$ cat src/rtl/pwm_gener_multi.sv
// N-channel PWM generator: tick prescaler, runtime period, live per-channel polarity,
// and period/duty shadow registers loaded only at frame boundaries via request/acknowledge.
module pwm_gener_multi #(
  parameter int CH_NUM     = 8,
  parameter int CNT_W      = 16,
  parameter int DIV        = 50,
  parameter int DEF_PERIOD = 2499
) (
  input  logic                    CLK,
  input  logic                    RSTn,
  input  logic                    En,
  input  logic [CNT_W-1:0]        Period,
  input  logic [CH_NUM*CNT_W-1:0] Duty,
  input  logic [CH_NUM-1:0]       Pol,
  input  logic                    Upd_Req,
  output logic                    Upd_Ack,
  output logic [CH_NUM-1:0]       Sig_Out,
  output logic                    Frame_Start
);
  localparam int TW = (DIV > 1) ? $clog2(DIV) : 1;
  localparam logic [TW-1:0] TCNT_LAST = TW'(DIV - 1);

  logic [TW-1:0]     tcnt_q, tcnt_d;
  logic [CNT_W-1:0]  fcnt_q, fcnt_d;
  logic [CNT_W-1:0]  per_sh_q, per_sh_d;
  logic [CNT_W-1:0]  duty_sh_q [CH_NUM];
  logic [CNT_W-1:0]  duty_sh_d [CH_NUM];
  logic              pend_q, pend_d;
  logic              en_q, en_d;
  logic              ack_q, ack_d;
  logic              fs_q, fs_d;
  logic [CH_NUM-1:0] sig_q, sig_d;
  logic              tick, wrap, load;

  always_comb begin
    tick = En && (tcnt_q == TCNT_LAST);
    wrap = tick && (fcnt_q == per_sh_q);
    load = (pend_q || Upd_Req) && (wrap || !En);

    tcnt_d = '0;
    if (En && !tick) tcnt_d = tcnt_q + TW'(1);

    fcnt_d = fcnt_q;
    if (!En || wrap)  fcnt_d = '0;
    else if (tick)    fcnt_d = fcnt_q + CNT_W'(1);

    per_sh_d = load ? Period : per_sh_q;
    pend_d   = !load && (pend_q || Upd_Req);
    ack_d    = load;
    en_d     = En;
    fs_d     = wrap || (En && !en_q);

    // Compare on next-cycle counter and shadow so a new frame's widths start on its Frame_Start cycle
    duty_sh_d = duty_sh_q;
    sig_d     = Pol;
    for (int i = 0; i < CH_NUM; i++) begin
      if (load) duty_sh_d[i] = Duty[i*CNT_W +: CNT_W];
      if (En)   sig_d[i] = (fcnt_d < duty_sh_d[i]) ^ Pol[i];
    end
  end

  always_ff @(posedge CLK or negedge RSTn) begin
    if (!RSTn) begin
      tcnt_q   <= '0;
      fcnt_q   <= '0;
      per_sh_q <= CNT_W'(DEF_PERIOD);
      for (int i = 0; i < CH_NUM; i++) duty_sh_q[i] <= '0;
      pend_q   <= 1'b0;
      en_q     <= 1'b0;
      ack_q    <= 1'b0;
      fs_q     <= 1'b0;
      sig_q    <= '0;
    end else begin
      tcnt_q    <= tcnt_d;
      fcnt_q    <= fcnt_d;
      per_sh_q  <= per_sh_d;
      duty_sh_q <= duty_sh_d;
      pend_q    <= pend_d;
      en_q      <= en_d;
      ack_q     <= ack_d;
      fs_q      <= fs_d;
      sig_q     <= sig_d;
    end
  end

  assign Upd_Ack     = ack_q;
  assign Frame_Start = fs_q;
  assign Sig_Out     = sig_q;

endmodule
$ cat config.mk
export PLATFORM = sky130hd
export DESIGN_NAME = pwm_gener_multi
export DESIGN_NICKNAME = d
export VERILOG_FILES = /design/src/rtl/pwm_gener_multi.sv
export SDC_FILE = /design/constraint.sdc
export NUM_CORES = 1
export LEC_CHECK = 0
export BUFFER_PORTS_ARGS = -buffer_cell sky130_fd_sc_hd__buf_2
export CAP_MARGIN = 20
export CORE_ASPECT_RATIO = 1.25
export CORE_MARGIN = 2
export CORE_UTILIZATION = 38
export DETAILED_ROUTE_END_ITERATION = 7
export PLACE_DENSITY_LB_ADDON = 0.15
export RECOVER_POWER = 100
export SLEW_MARGIN = 20
export SYNTH_ARGS = -nofsm -noshare
export SYNTH_HDL_FRONTEND = slang
export SYNTH_SLANG_ARGS = --single-unit
$ cat constraint.sdc
create_clock -name CLK -period 4.4 [get_ports CLK]
set_clock_uncertainty 0.15 [all_clocks]
set_input_delay 1.32 -clock CLK [delete_from_list [all_inputs] [get_ports CLK]]
set_output_delay 1.32 -clock CLK [all_outputs]
set_load 0.02 [all_outputs]
# [Word level (Yosys, flattened, before mapping)]
# Index checks and enable logic that the tools add are counted.
[word_totals] ff_bits=178 inputBits=156
[classes] add_sub_neg=2 n_lt_le_gt_ge=8 n_eq_ne=2 mux=19 bitwise=8 n_reduce_logical=13
[op_table] op="$mux W16" n=10
[op_table] op="$lt A16 B16 Y1" n=8
[op_table] op="$add A16 B1 Y16 const B" n=1
[op_table] op="$eq A16 B16 Y1" n=1
[op_table] op="$mux W1" n=8
[op_table] op="$xor A1 B1 Y1" n=8
[op_table] op="$add A6 B1 Y6 const B" n=1
[op_table] op="$eq A6 B6 Y1 const B" n=1
[op_table] op="$logic_and A1 B1 Y1" n=6
[op_table] op="$mux W6" n=1
[op_table] op="$logic_not A1 Y1" n=4
[op_table] op="$logic_or A1 B1 Y1" n=3

# [Logic depth before layout (Yosys ltp)]
# Gate-level depths: netlist (run 1).
[logic_depth] depth_word=9 ltp_mapped=17 depth_no_buf=16

# [Least setup slack after synthesis (run 1)]
# OpenSTA, ideal clock, no wires.
[synth_path] path_type="input to register" startpoint="input En" endpoint="register sig_q[2], in the netlist Sig_Out[2]" t_arrival_ps=4751 path_slack_ps=-638 path_stages=15 path_cell_list="nand3_1 > or4_4 > o21ai_4 > nand2_2 > buf_6 > buf_6 > mux2i_1 > ha_1 > a211oi_1 > nor4_1 > a2111o_1 > or3_1 > mux2_2 > a311oi_1 > o211ai_1"
[synth_between] elab_chain_cells=8 elab_cells_between_ends=11
[synth_rtl] item="from (decl)" line_no="11" text="input logic En,"
[synth_rtl] item="$logic_and A1 B1 Y1" line_no="36" text="tick = En && (tcnt_q == TCNT_LAST);"
[synth_rtl] item="$logic_and A1 B1 Y1" line_no="37" text="wrap = tick && (fcnt_q == per_sh_q);"
[synth_rtl] item="$logic_or A1 B1 Y1" line_no="38, 44"
[synth_rtl] item="$logic_and A1 B1 Y1" line_no="38" text="load = (pend_q || Upd_Req) && (wrap || !En);"
[synth_rtl] item="$mux W16" line_no="57" text="if (load) duty_sh_d[i] = Duty[i*CNT_W +: CNT_W];"
[synth_rtl] item="$lt A16 B16 Y1" line_no="58" text="if (En) sig_d[i] = (fcnt_d < duty_sh_d[i]) ^ Pol[i];"
[synth_rtl] item="$xor A1 B1 Y1" line_no="58"
[synth_rtl] item="$mux W1 (*)" line_no="58"
[synth_rtl] item="net sig_d[2]" line_no="32" text="logic [CH_NUM-1:0] sig_q, sig_d;"
[synth_rtl] item="to (signal assigned)" line_no="82" text="sig_q <= sig_d;"
[synth_rtl] item="to (decl)" line_no="32"
# The timed path passes the listed nets; every way through them passes the cells marked *.
# A chain may end at the register's enable or synchronous reset.

# [Worst setup path after layout (run 1)]
[layout_path] startpoint="input En" endpoint="register sig_q[1], in the netlist Sig_Out[1]"
# The elaborated chain is that of the path after synthesis.

==> results of run 1 <==
==> kinds of logic after synthesis <==
family | after synthesis
adder cells (fa/ha/maj) | 123
XOR/XNOR | 31
AO/OA/AOI/OAI | 142
buffers and inverters | 154
flip-flops | 178
AND/OR/NAND/NOR | 247
multiplexers | 131
==> layout make-up <==
type / instances / area, um2
clock buffer: 19 / 433
inverter: 131 / 495
multi-input combinational: 674 / 6450
timing repair buffer: 400 / 2840
fill: 2341 / 11700
clock inverter: 13 / 126
sequential: 178 / 4460
tap: 345 / 432
antenna: 1 / 2.50
==> state kept, by name (all words and copies together) (netlist names) <==
signal	cells
duty_sh_q	128
tcnt_q	6
Sig_Out	8
pend_q	1
Upd_Ack	1
en_q	1
Frame_Start	1
per_sh_q	16
fcnt_q	16
==> path summary, 6_finish.rpt <==
check | startpoint | end | depth (start not counted)
min reg2reg | en_q$_DFF_PN0_ | Frame_Start$_DFF_PN0_ | 1
min | en_q$_DFF_PN0_ | Frame_Start$_DFF_PN0_ | 1
max in group asynchronous | RSTn | duty_sh_q[53]$_DFF_PN0_ | 2
max reg2reg | per_sh_q[8]$_DFFE_PN1N_ | Sig_Out[1]$_DFF_PN0_ | 18
min in group asynchronous | RSTn | duty_sh_q[95]$_DFF_PN0_ | 1
max | En | Sig_Out[1]$_DFF_PN0_ | 18
==> per-stage QoR <==
stage	power, mW	instance area (um2)	hold slack, ns
2_1_floorplan	2.46	10500	0.260
3_3_place_gp	2.91	13200	0.294
3_5_place_dp	2.93	13200	0.298
4_1_cts	4.60	14600	0.302
5_1_grt	4.91	15200	0.303
6_report	4.66	15200	0.291
==> Yosys cell counts, types with 14 or more instances <==
master / n
sky130_fd_sc_hd__nand2_1: 99
sky130_fd_sc_hd__inv_2: 60
sky130_fd_sc_hd__and3_1: 15
sky130_fd_sc_hd__xnor2_1: 21
sky130_fd_sc_hd__ha_1: 123
sky130_fd_sc_hd__inv_1: 71
sky130_fd_sc_hd__nand4_1: 21
sky130_fd_sc_hd__or3_1: 14
sky130_fd_sc_hd__dfrtp_1: 172
sky130_fd_sc_hd__a21oi_1: 39
sky130_fd_sc_hd__mux2i_1: 124
sky130_fd_sc_hd__nor2_1: 35
sky130_fd_sc_hd__o211ai_1: 24
sky130_fd_sc_hd__nand3_1: 20
==> what timing repair did <==
item,CTS,global route
pin swaps,34,31
setup endpoints to repair,8,8
buffers inserted,9,21
gates resized for setup,118,85
cloned,4,1
==> layer usage <==
layer	vias up	global-route usage [%]	share of wire, %
met3	50	3.64	4.3
met4	2	6.79	2.5
met1	4336	29.5	43
met2	197	40.9	51
met5	-	0	0.039
li1	4337	-	-
==> power groups by stage <==
| stage | sequential [mW] | clock (mW) | combinational (mW) |
|---|---|---|---|
| floorplan | 1.94 | 0 | 0.523 |
| global placement | 1.95 | 0 | 0.963 |
| detailed placement | 1.95 | 0 | 0.979 |
| CTS | 1.94 | 1.55 | 1.11 |
| global route | 1.97 | 1.60 | 1.34 |
| finish | 1.95 | 1.50 | 1.21 |
==> critical path, cell delays in order <==
cell                        delay (ns)
sky130_fd_sc_hd__buf_8            0.08
sky130_fd_sc_hd__nand3_4          0.07
sky130_fd_sc_hd__or4_4            0.45
sky130_fd_sc_hd__o21ai_4          0.25
sky130_fd_sc_hd__nand2_8          0.11
sky130_fd_sc_hd__buf_12           0.15
sky130_fd_sc_hd__buf_16           0.14
sky130_fd_sc_hd__buf_4            0.14
sky130_fd_sc_hd__mux2i_4          0.28
sky130_fd_sc_hd__ha_4             0.26
sky130_fd_sc_hd__a21oi_2          0.13
sky130_fd_sc_hd__o21ai_2          0.09
sky130_fd_sc_hd__a2111oi_4        0.37
sky130_fd_sc_hd__buf_4            0.18
sky130_fd_sc_hd__o21ai_2          0.06
sky130_fd_sc_hd__mux2_4           0.31
sky130_fd_sc_hd__a311oi_2         0.18
sky130_fd_sc_hd__o211ai_1         0.11
==> impl_metrics.py, run 1 <==
metrics = {
    "status": {
        "result_of_the_run": "finished with violations",
        "violated_checks": "max-capacitance violations, max-slew violations, negative setup slack",
    },
    "global_routing": {
        "grt_first_pass_wirelength_um": 51200,
        "grt_antenna_before_repair": 2,
        "grt_usage_pct": 23.2,
        "grt_start_max_net_pins": 88,
        "overflow": 0,
        "grt_pass1_vias": 9257,
    },
    "synthesis": {
        "synthesis.nets": 1285,
        "post-synth-top-area-fraction_pct": 41.2,
        "ys_async_sr_fraction_pct": 100,
        "synthDistinctLibCells": 53,
        "yosys_most_used_dff": "sky130_fd_sc_hd__dfrtp_1",
        "yosys_top_cell_by_area": "sky130_fd_sc_hd__dfrtp_1",
        "synthTopCellsByArea": "sky130_fd_sc_hd__dfrtp_1, sky130_fd_sc_hd__ha_1, sky130_fd_sc_hd__mux2i_1",
        "synth_xor_xnor_area_share_pct": 2.60,
        "synth_sequential_area_ratio_pct": 42.7,
        "muxShareOfSynthArea_pct": 12.6,
        "syn_inst": 1006,
        "ffs_latches_synth": 178,
        "synth_edf_count": 0,
        "syn_area_um2": 10500,
        "synth_top_family_by_area": "adder cells",
        "synthesis.area_per_instance_um2": 10.4,
        "yosys_warnings": 0,
        "synth_simple_gate_area_share_pct": 11.7,
        "post_synthesis_adder_cell_area_fraction_pct": 14.7,
        "complex_gate_fraction_of_the_synthesized_area_pct": 9.53,
    },
    "placement": {
        "preCtsSetupSlack_ns": -1.19,
        "final_wtd_congestion": 0.854,
        "dp_hpwl_um": 24600,
        "place_inst": 1696,
        "io_buffer_count": 165,
    },
    "route": {
        "dr.pass1.iters": 4,
        "iteration_0_drc_count_of_the_detailed_router": 404,
        "vias_per_cell": 5.07,
        "post-route-drc-count": 0,
        "final_antenna_net_count": 0,
        "wire_per_inst_um": 18.8,
        "route.vias.total": 8922,
        "wirelength_um": 33100,
    },
    "worst_setup_path": {
        "worst-r2r-setup-slack_ns": 0.01,
        "endpoint_required_time_on_the_critical_path_ns": 4.57,
        "setup.worst_path.end_class": "register",
        "worst-setup-path-type": "input port to register",
        "setup.worst_path.start_class": "input port",
        "cp.arrival_ns": 4.68,
        "worst-path-max-fanout": 6,
    },
    "clocking": {
        "cts_hold_buf": 0,
        "num_cts_buffers": 17,
        "cts_sinks": 178,
        "buffer_depth_of_the_longest_clock_path": 2,
        "clk-insertion-delay-late_ns": 0.45,
        "cts_tree": "built",
        "cts.reportedPaths.clkPinSlew_ns": 0.07,
        "cts.htree.levels": 4,
        "cts_root_buf": "sky130_fd_sc_hd__clkbuf_16",
    },
    "pwr": {
        "sequentialPowerShare_pct": 41.9,
        "comb_power_share_pct": 26.0,
        "switching_share_pct": 30.1,
        "cell_internal_pwr_mw": 3.26,
        "pwr-share-clk_pct": 32.1,
        "power.ir.vdd_worst_mv": 0.290,
        "switching_pwr_mw": 1.40,
        "pwr_density_cell_nw_per_um2": 306,
        "p_leak_nw": 7.76,
    },
    "die": {
        "die-height_um": 189,
        "die_area_um2": 28900,
        "die_width_um": 152,
        "starting_density_of_the_core_pct": 38.9,
        "core-area_um2": 26900,
        "design.portCount": 166,
        "fp-row-count": 67,
    },
    "sta": {
        "setup-tns-final_ns": -0.244,
        "setup_repair_after_global_routing_missed_its_margin": "yes",
        "final_max_slew_viol_count": 87,
        "finalWorstSetupSlack_ns": -0.115,
        "max_slew_margin_pct": -51.8,
        "period_utilisation_layout_pct": 103,
        "period_needed_ns": 4.51,
        "setup_viol": 4,
        "timing_worst_slew_pin_value_ns": 2.28,
        "finalHoldViolCount": 0,
        "achievable_freq_mhz": 221,
    },
    "cells_and_area": {
        "layout-area-overhead-vs-synth_pct": 45.7,
        "instances_no_fill": 1761,
        "layout_commonest_cell": "sky130_fd_sc_hd__buf_4",
        "nNetsFinal": 1681,
        "most-common-layout-cells": "sky130_fd_sc_hd__buf_4, sky130_fd_sc_hd__dfrtp_1, sky130_fd_sc_hd__buf_2",
        "share_of_layout_cells_above_drive_strength_1_pct": 45.1,
        "finish.utilization_pct": 56.6,
    },
    "flow_run": {
        "timing.max_cap.violations": 1,
    },
    "hold_path": {
        "timing.hold.worst.class": "register to register",
    },
}
Power figures use the tool's default switching activity.
==> inputs of run 2 (changes only) <==
Settings changed: CELL_PAD_IN_SITES_DETAIL_PLACEMENT set to 0, CELL_PAD_IN_SITES_GLOBAL_PLACEMENT set to 1, HOLD_SLACK_MARGIN set to 0.12.
==> run 2 against run 1 <==
The flow still finishes with violations (max-capacitance violations, max-slew violations, negative setup slack). Setup slack got worse by 0.047 ns. Die area did not move. Clock power rose by 8%. Non-clock buffer count fell by 2. Combinational power fell by 6%. Critical path type unchanged. Largest cell class unchanged.
==> impl_metrics.py, run 2 (synthesis gave the netlist of run 1 again) <==
metrics = {
    "clocking": {
        "cts_sinks": 178,
        "cts.reportedPaths.clkPinSlew_ns": 0.07,
        "cts_tree": "built",
        "cts.htree.levels": 4,
        "clk-insertion-delay-late_ns": 0.44,
        "buffer_depth_of_the_longest_clock_path": 2,
        "cts_root_buf": "sky130_fd_sc_hd__clkbuf_16",
        "num_cts_buffers": 17,
    },
    "route": {
        "wirelength_um": 32200,
        "vias_per_cell": 5.00,
        "final_antenna_net_count": 0,
        "iteration_0_drc_count_of_the_detailed_router": 404,
        "route.vias.total": 8792,
        "dr.pass1.iters": 5,
        "post-route-drc-count": 0,
        "wire_per_inst_um": 18.3,
    },
    "status": {
        "violated_checks": "max-capacitance violations, max-slew violations, negative setup slack",
        "result_of_the_run": "finished with violations",
    },
    "cells_and_area": {
        "layout-area-overhead-vs-synth_pct": 40.9,
        "share_of_layout_cells_above_drive_strength_1_pct": 40.9,
        "most-common-layout-cells": "sky130_fd_sc_hd__buf_4, sky130_fd_sc_hd__dfrtp_1, sky130_fd_sc_hd__buf_2",
        "multi_input_area_um2": 5960,
        "regMostFlops": "duty_sh_q",
        "largestRegisters": "duty_sh_q: 128 flops, fcnt_q: 16 flops, per_sh_q: 16 flops",
        "nNetsFinal": 1679,
        "fillerInstances": 2419,
        "layout_commonest_cell": "sky130_fd_sc_hd__buf_4",
        "number_of_flip_flops_in_the_largest_register": 128,
        "layout.cell_area.non_filler_um2": 14700,
        "ff_latch_area_um2": 4460,
        "antenna-diode-count": 0,
        "finish.utilization_pct": 54.7,
    },
    "worst_setup_path": {
        "endpoint_required_time_on_the_critical_path_ns": 4.55,
        "worst-setup-path-type": "input port to register",
        "worst-path-max-fanout": 25,
        "setup.worst_path.start_class": "input port",
        "setup.worst_path.end_class": "register",
        "cp.arrival_ns": 4.72,
    },
    "placement": {
        "dp_hpwl_um": 24100,
        "detailed_place.area_um2": 13200,
        "io_buffer_count": 165,
        "final_wtd_congestion": 0.864,
    },
    "global_routing": {
        "overflow": 0,
        "grt_antenna_before_repair": 0,
        "grt_start_max_net_pins": 56,
        "grt_usage_pct": 22.6,
        "grt_first_pass_wirelength_um": 49500,
        "grt_pass1_vias": 8938,
    },
    "die": {
        "die-height_um": 189,
        "die_area_um2": 28900,
        "die_width_um": 152,
        "starting_density_of_the_core_pct": 38.9,
        "core-area_um2": 26900,
        "design.portCount": 166,
        "fp-row-count": 67,
    },
    "sta": {
        "period_utilisation_layout_pct": 104,
        "setup-tns-final_ns": -0.760,
        "final_max_slew_viol_count": 55,
        "setup_viol": 7,
        "max_slew_margin_pct": -109,
        "setup_repair_after_global_routing_missed_its_margin": "yes",
        "achievable_freq_mhz": 219,
        "holdWs_ns": 0.285,
        "finalHoldViolCount": 0,
        "period_needed_ns": 4.56,
        "timing_worst_slew_pin_value_ns": 3.13,
        "finalWorstSetupSlack_ns": -0.162,
    },
    "pwr": {
        "pwr_density_cell_nw_per_um2": 319,
        "p_total_mw": 4.70,
        "power.ir.vdd_worst_mv": 0.244,
        "p_leak_nw": 7.77,
    },
    "hold_path": {
        "timing.hold.worst.class": "register to register",
    },
    "flow_run": {
        "timing.max_cap.violations": 1,
    },
}
-- run 2: area by class of cell --
cell class / instances / share of cell area, %
clock buffer: 21 / 3.19
clock inverter: 11 / 1.04
inverter: 131 / 3.39
multi-input combinational: 674 / 40.4
sequential: 178 / 30.3
tap: 345 / 2.93
timing repair buffer: 398 / 18.7
-- run 2: worst paths after layout --
kind                                startpoint                       to  slack, ns  cells past startpoint
max                                         En     Sig_Out[2]$_DFF_PN0_      -0.16                     15
min                             en_q$_DFF_PN0_    Frame_Start$_DFF_PN0_       0.29                      1
max reg2reg                tcnt_q[3]$_DFF_PN0_     Sig_Out[2]$_DFF_PN0_       0.03                     15
min reg2reg                     en_q$_DFF_PN0_    Frame_Start$_DFF_PN0_       0.29                      1
max in group asynchronous                 RSTn  duty_sh_q[21]$_DFF_PN0_       0.44                      2
min in group asynchronous                 RSTn  duty_sh_q[95]$_DFF_PN0_       1.77                      1
-- run 2: metal layers --
metal  track usage [%]  routed length (um)  vias to the layer above
met5                 0                   0                        -
met4              5.72                 552                        0
met3              3.64                1370                       30
met2              39.0               16000                      192
met1              29.8               14400                     4223
li1                  -                   -                     4347
-- run 2: stage by stage --
stage | std cells | setup slack [ns]
floorplan | 1006 | -0.496
global placement | 1697 | -0.937
detailed placement | 1697 | -0.898
CTS | 1750 | -0.119
global route | 1758 | -0.293
finish | 1758 | -0.162
-- run 2: power by group --
part           switching [mW]  total [mW]  internal (mW)
Combinational           0.557        1.14          0.583
Clock                   0.678        1.62          0.943
Sequential             0.0892        1.94           1.85
-- run 2: worst max-delay path, stage by stage --
cell and delay (ns):
sky130_fd_sc_hd__buf_8 0.08, sky130_fd_sc_hd__nand3_4 0.07, sky130_fd_sc_hd__or4_4 0.51, sky130_fd_sc_hd__o21ai_4 0.27, sky130_fd_sc_hd__nand2_8 0.13, sky130_fd_sc_hd__buf_12 0.20, sky130_fd_sc_hd__mux2i_2 0.17, sky130_fd_sc_hd__ha_1 0.33
sky130_fd_sc_hd__a211oi_2 0.19, sky130_fd_sc_hd__nor4_1 0.07, sky130_fd_sc_hd__a2111o_1 0.33, sky130_fd_sc_hd__or3_4 0.40, sky130_fd_sc_hd__mux2_4 0.31, sky130_fd_sc_hd__a311oi_2 0.18, sky130_fd_sc_hd__o211ai_1 0.11
-- run 2: timing repair --
| action | CTS | global route |
|---|---|---|
| resized for setup | 64 | 58 |
| pin swaps | 17 | 20 |
| hold buffers | 0 | 0 |
| gates cloned | 1 | 1 |
| setup endpoints to repair | 8 | 8 |
| setup buffers | 20 | 9 |
==> inputs of run 3 (changes only) <==
Settings changed: TNS_END_PERCENT set to 1.
==> run 3 against run 2 <==
The flow still finishes with violations (max-capacitance violations, max-slew violations, negative setup slack). Sequential share of layout area grew 0.87 points. Routed wire length fell by 2.6%. First-iteration DRC count up 24%. Core utilization fell by 1.5 points. Maximum frequency hardly changed. Clock power is 6% lower. Non-clock buffer count fell by 10. Critical path depth did not move. Cell area fell by 2.8%.
==> impl_metrics.py, run 3 (synthesis gave the netlist of run 1 again) <==
metrics = {
    "status": {
        "result_of_the_run": "finished with violations",
        "violated_checks": "max-capacitance violations, max-slew violations, negative setup slack",
    },
    "flow_run": {
        "timing.max_cap.violations": 2,
    },
    "pwr": {
        "pwr-share-clk_pct": 33.5,
        "power.ir.vdd_worst_mv": 0.219,
        "switching_pwr_mw": 1.34,
        "p_leak_nw": 7.66,
        "cell_internal_pwr_mw": 3.19,
        "switching_share_pct": 29.7,
        "comb_power_share_pct": 23.9,
        "pwr_density_cell_nw_per_um2": 317,
        "p_total_mw": 4.53,
        "sequentialPowerShare_pct": 42.7,
    },
    "die": {
        "die-height_um": 189,
        "die_area_um2": 28900,
        "starting_density_of_the_core_pct": 38.9,
        "fp-row-count": 67,
        "design.portCount": 166,
        "die_width_um": 152,
        "core-area_um2": 26900,
    },
    "route": {
        "vias_per_cell": 4.96,
        "route.vias.total": 8665,
        "wire_per_inst_um": 18.0,
        "dr.pass1.iters": 5,
        "final_antenna_net_count": 0,
        "post-route-drc-count": 0,
        "iteration_0_drc_count_of_the_detailed_router": 499,
        "wirelength_um": 31400,
    },
    "global_routing": {
        "grt_antenna_before_repair": 0,
        "grt_first_pass_wirelength_um": 49100,
        "grt_usage_pct": 22.3,
        "grt_start_max_net_pins": 66,
        "grt_pass1_vias": 8944,
        "overflow": 0,
    },
    "cells_and_area": {
        "regMostFlops": "duty_sh_q",
        "nNetsFinal": 1669,
        "layout_commonest_cell": "sky130_fd_sc_hd__buf_4",
        "most-common-layout-cells": "sky130_fd_sc_hd__buf_4, sky130_fd_sc_hd__dfrtp_1, sky130_fd_sc_hd__buf_2",
        "instances_no_fill": 1748,
        "layout-area-overhead-vs-synth_pct": 37.0,
        "number_of_flip_flops_in_the_largest_register": 128,
        "finish.utilization_pct": 53.2,
        "layout.cell_area.non_filler_um2": 14300,
        "antenna-diode-count": 0,
        "largestRegisters": "duty_sh_q: 128 flops, fcnt_q: 16 flops, per_sh_q: 16 flops",
        "share_of_layout_cells_above_drive_strength_1_pct": 38.3,
    },
    "sta": {
        "setup_viol": 8,
        "finalHoldViolCount": 0,
        "achievable_freq_mhz": 219,
        "setup-tns-final_ns": -0.932,
        "period_utilisation_layout_pct": 104,
        "holdWs_ns": 0.318,
        "timing_worst_slew_pin_value_ns": 1.63,
        "final_max_slew_viol_count": 126,
        "finalWorstSetupSlack_ns": -0.158,
        "setup_repair_after_global_routing_missed_its_margin": "yes",
        "max_slew_margin_pct": -8.70,
        "period_needed_ns": 4.56,
    },
    "clocking": {
        "cts_tree": "built",
        "cts.htree.levels": 4,
        "buffer_depth_of_the_longest_clock_path": 2,
        "cts.reportedPaths.clkPinSlew_ns": 0.07,
        "cts_hold_buf": 0,
        "cts_root_buf": "sky130_fd_sc_hd__clkbuf_16",
        "clk-insertion-delay-late_ns": 0.44,
        "num_cts_buffers": 17,
        "cts_sinks": 178,
    },
    "hold_path": {
        "hold-path-cell-count": 1,
        "min_from": "en_q$_DFF_PN0_",
        "timing.hold.worst.class": "register to register",
        "worst_hold_path.endpoint": "Frame_Start$_DFF_PN0_",
    },
    "worst_setup_path": {
        "worst-path-max-fanout": 18,
        "worst_r2r_startpoint": "tcnt_q[3]$_DFF_PN0_",
        "endpoint_required_time_on_the_critical_path_ns": 4.56,
        "cp.arrival_ns": 4.72,
        "crit-reg2reg-capture": "Sig_Out[2]$_DFF_PN0_",
        "setup.worst_path.end_class": "register",
        "worstPathBufferInverterCount": 2,
        "worst-r2r-cell-count": 15,
        "path_cells": "buf_2, nand3_4, or4_4, o21ai_4, nand2_8, buf_16, mux2i_4, ha_1, nand4_1, nor4_1, a2111o_1, or3_4, mux2_4, a311oi_2, o211ai_1",
        "setup.worst_path.start_class": "input port",
        "timing.critical_path.slowest_stage_cell": "sky130_fd_sc_hd__or4_4",
        "worst-r2r-setup-slack_ns": 0.07,
        "timing.critical_path.slowest_cell_delay_ns": 0.51,
        "worst-setup-path-type": "input port to register",
        "critical_path.top_delay_family": "simple AND/OR/NAND/NOR gates",
    },
    "placement": {
        "final_wtd_congestion": 0.836,
        "detailed_place.area_um2": 13300,
        "place_inst": 1710,
        "dp_hpwl_um": 24100,
        "preCtsSetupSlack_ns": -0.900,
        "io_buffer_count": 165,
    },
}
==> run 3: what timing repair did <==
action,CTS,global route
cloned,3,0
setup buffers,3,0
pin swaps,10,0
resized for setup,73,12
setup endpoints to repair,8,8
==> run 3: metal layers <==
layer  share of wire, %  global-route usage, %
met4                2.7                   7.66
met1                 45                   29.0
met2                 49                   37.9
met5                  0                      0
met3                3.2                   3.48
==> run 3: cell type report <==
class	count	area [um2]
Inverter	131	499
Clock buffer	17	425
Multi-Input combinational cell	674	5700
Fill cell	2511	12600
Timing Repair Buffer	388	2650
Sequential cell	178	4460
Clock inverter	15	149
Tap cell	345	432
==> run 3: worst max path at each step <==
stage                           endpoint  depth (start not counted)  slack (ns)  from
global route        Sig_Out[2]$_DFF_PN0_                         15       -0.32    En
CTS                 Sig_Out[4]$_DFF_PN0_                         17       -0.15    En
detailed placement  Sig_Out[1]$_DFF_PN0_                         17       -0.90    En
finish              Sig_Out[2]$_DFF_PN0_                         15       -0.16    En
floorplan           Sig_Out[2]$_DFF_PN0_                         15       -0.50    En
global placement    Sig_Out[1]$_DFF_PN0_                         17       -0.85    En
==> run 3: power groups by stage <==
| stage | combinational (mW) | clock, mW | sequential [mW] |
|---|---|---|---|
| 5_1_grt | 1.21 | 1.62 | 1.95 |
| 3_5_place_dp | 1.01 | 0 | 1.95 |
| 6_report | 1.08 | 1.52 | 1.93 |
| 4_1_cts | 1.09 | 1.56 | 1.93 |
| 2_1_floorplan | 0.521 | 0 | 1.94 |
| 3_3_place_gp | 0.993 | 0 | 1.95 |
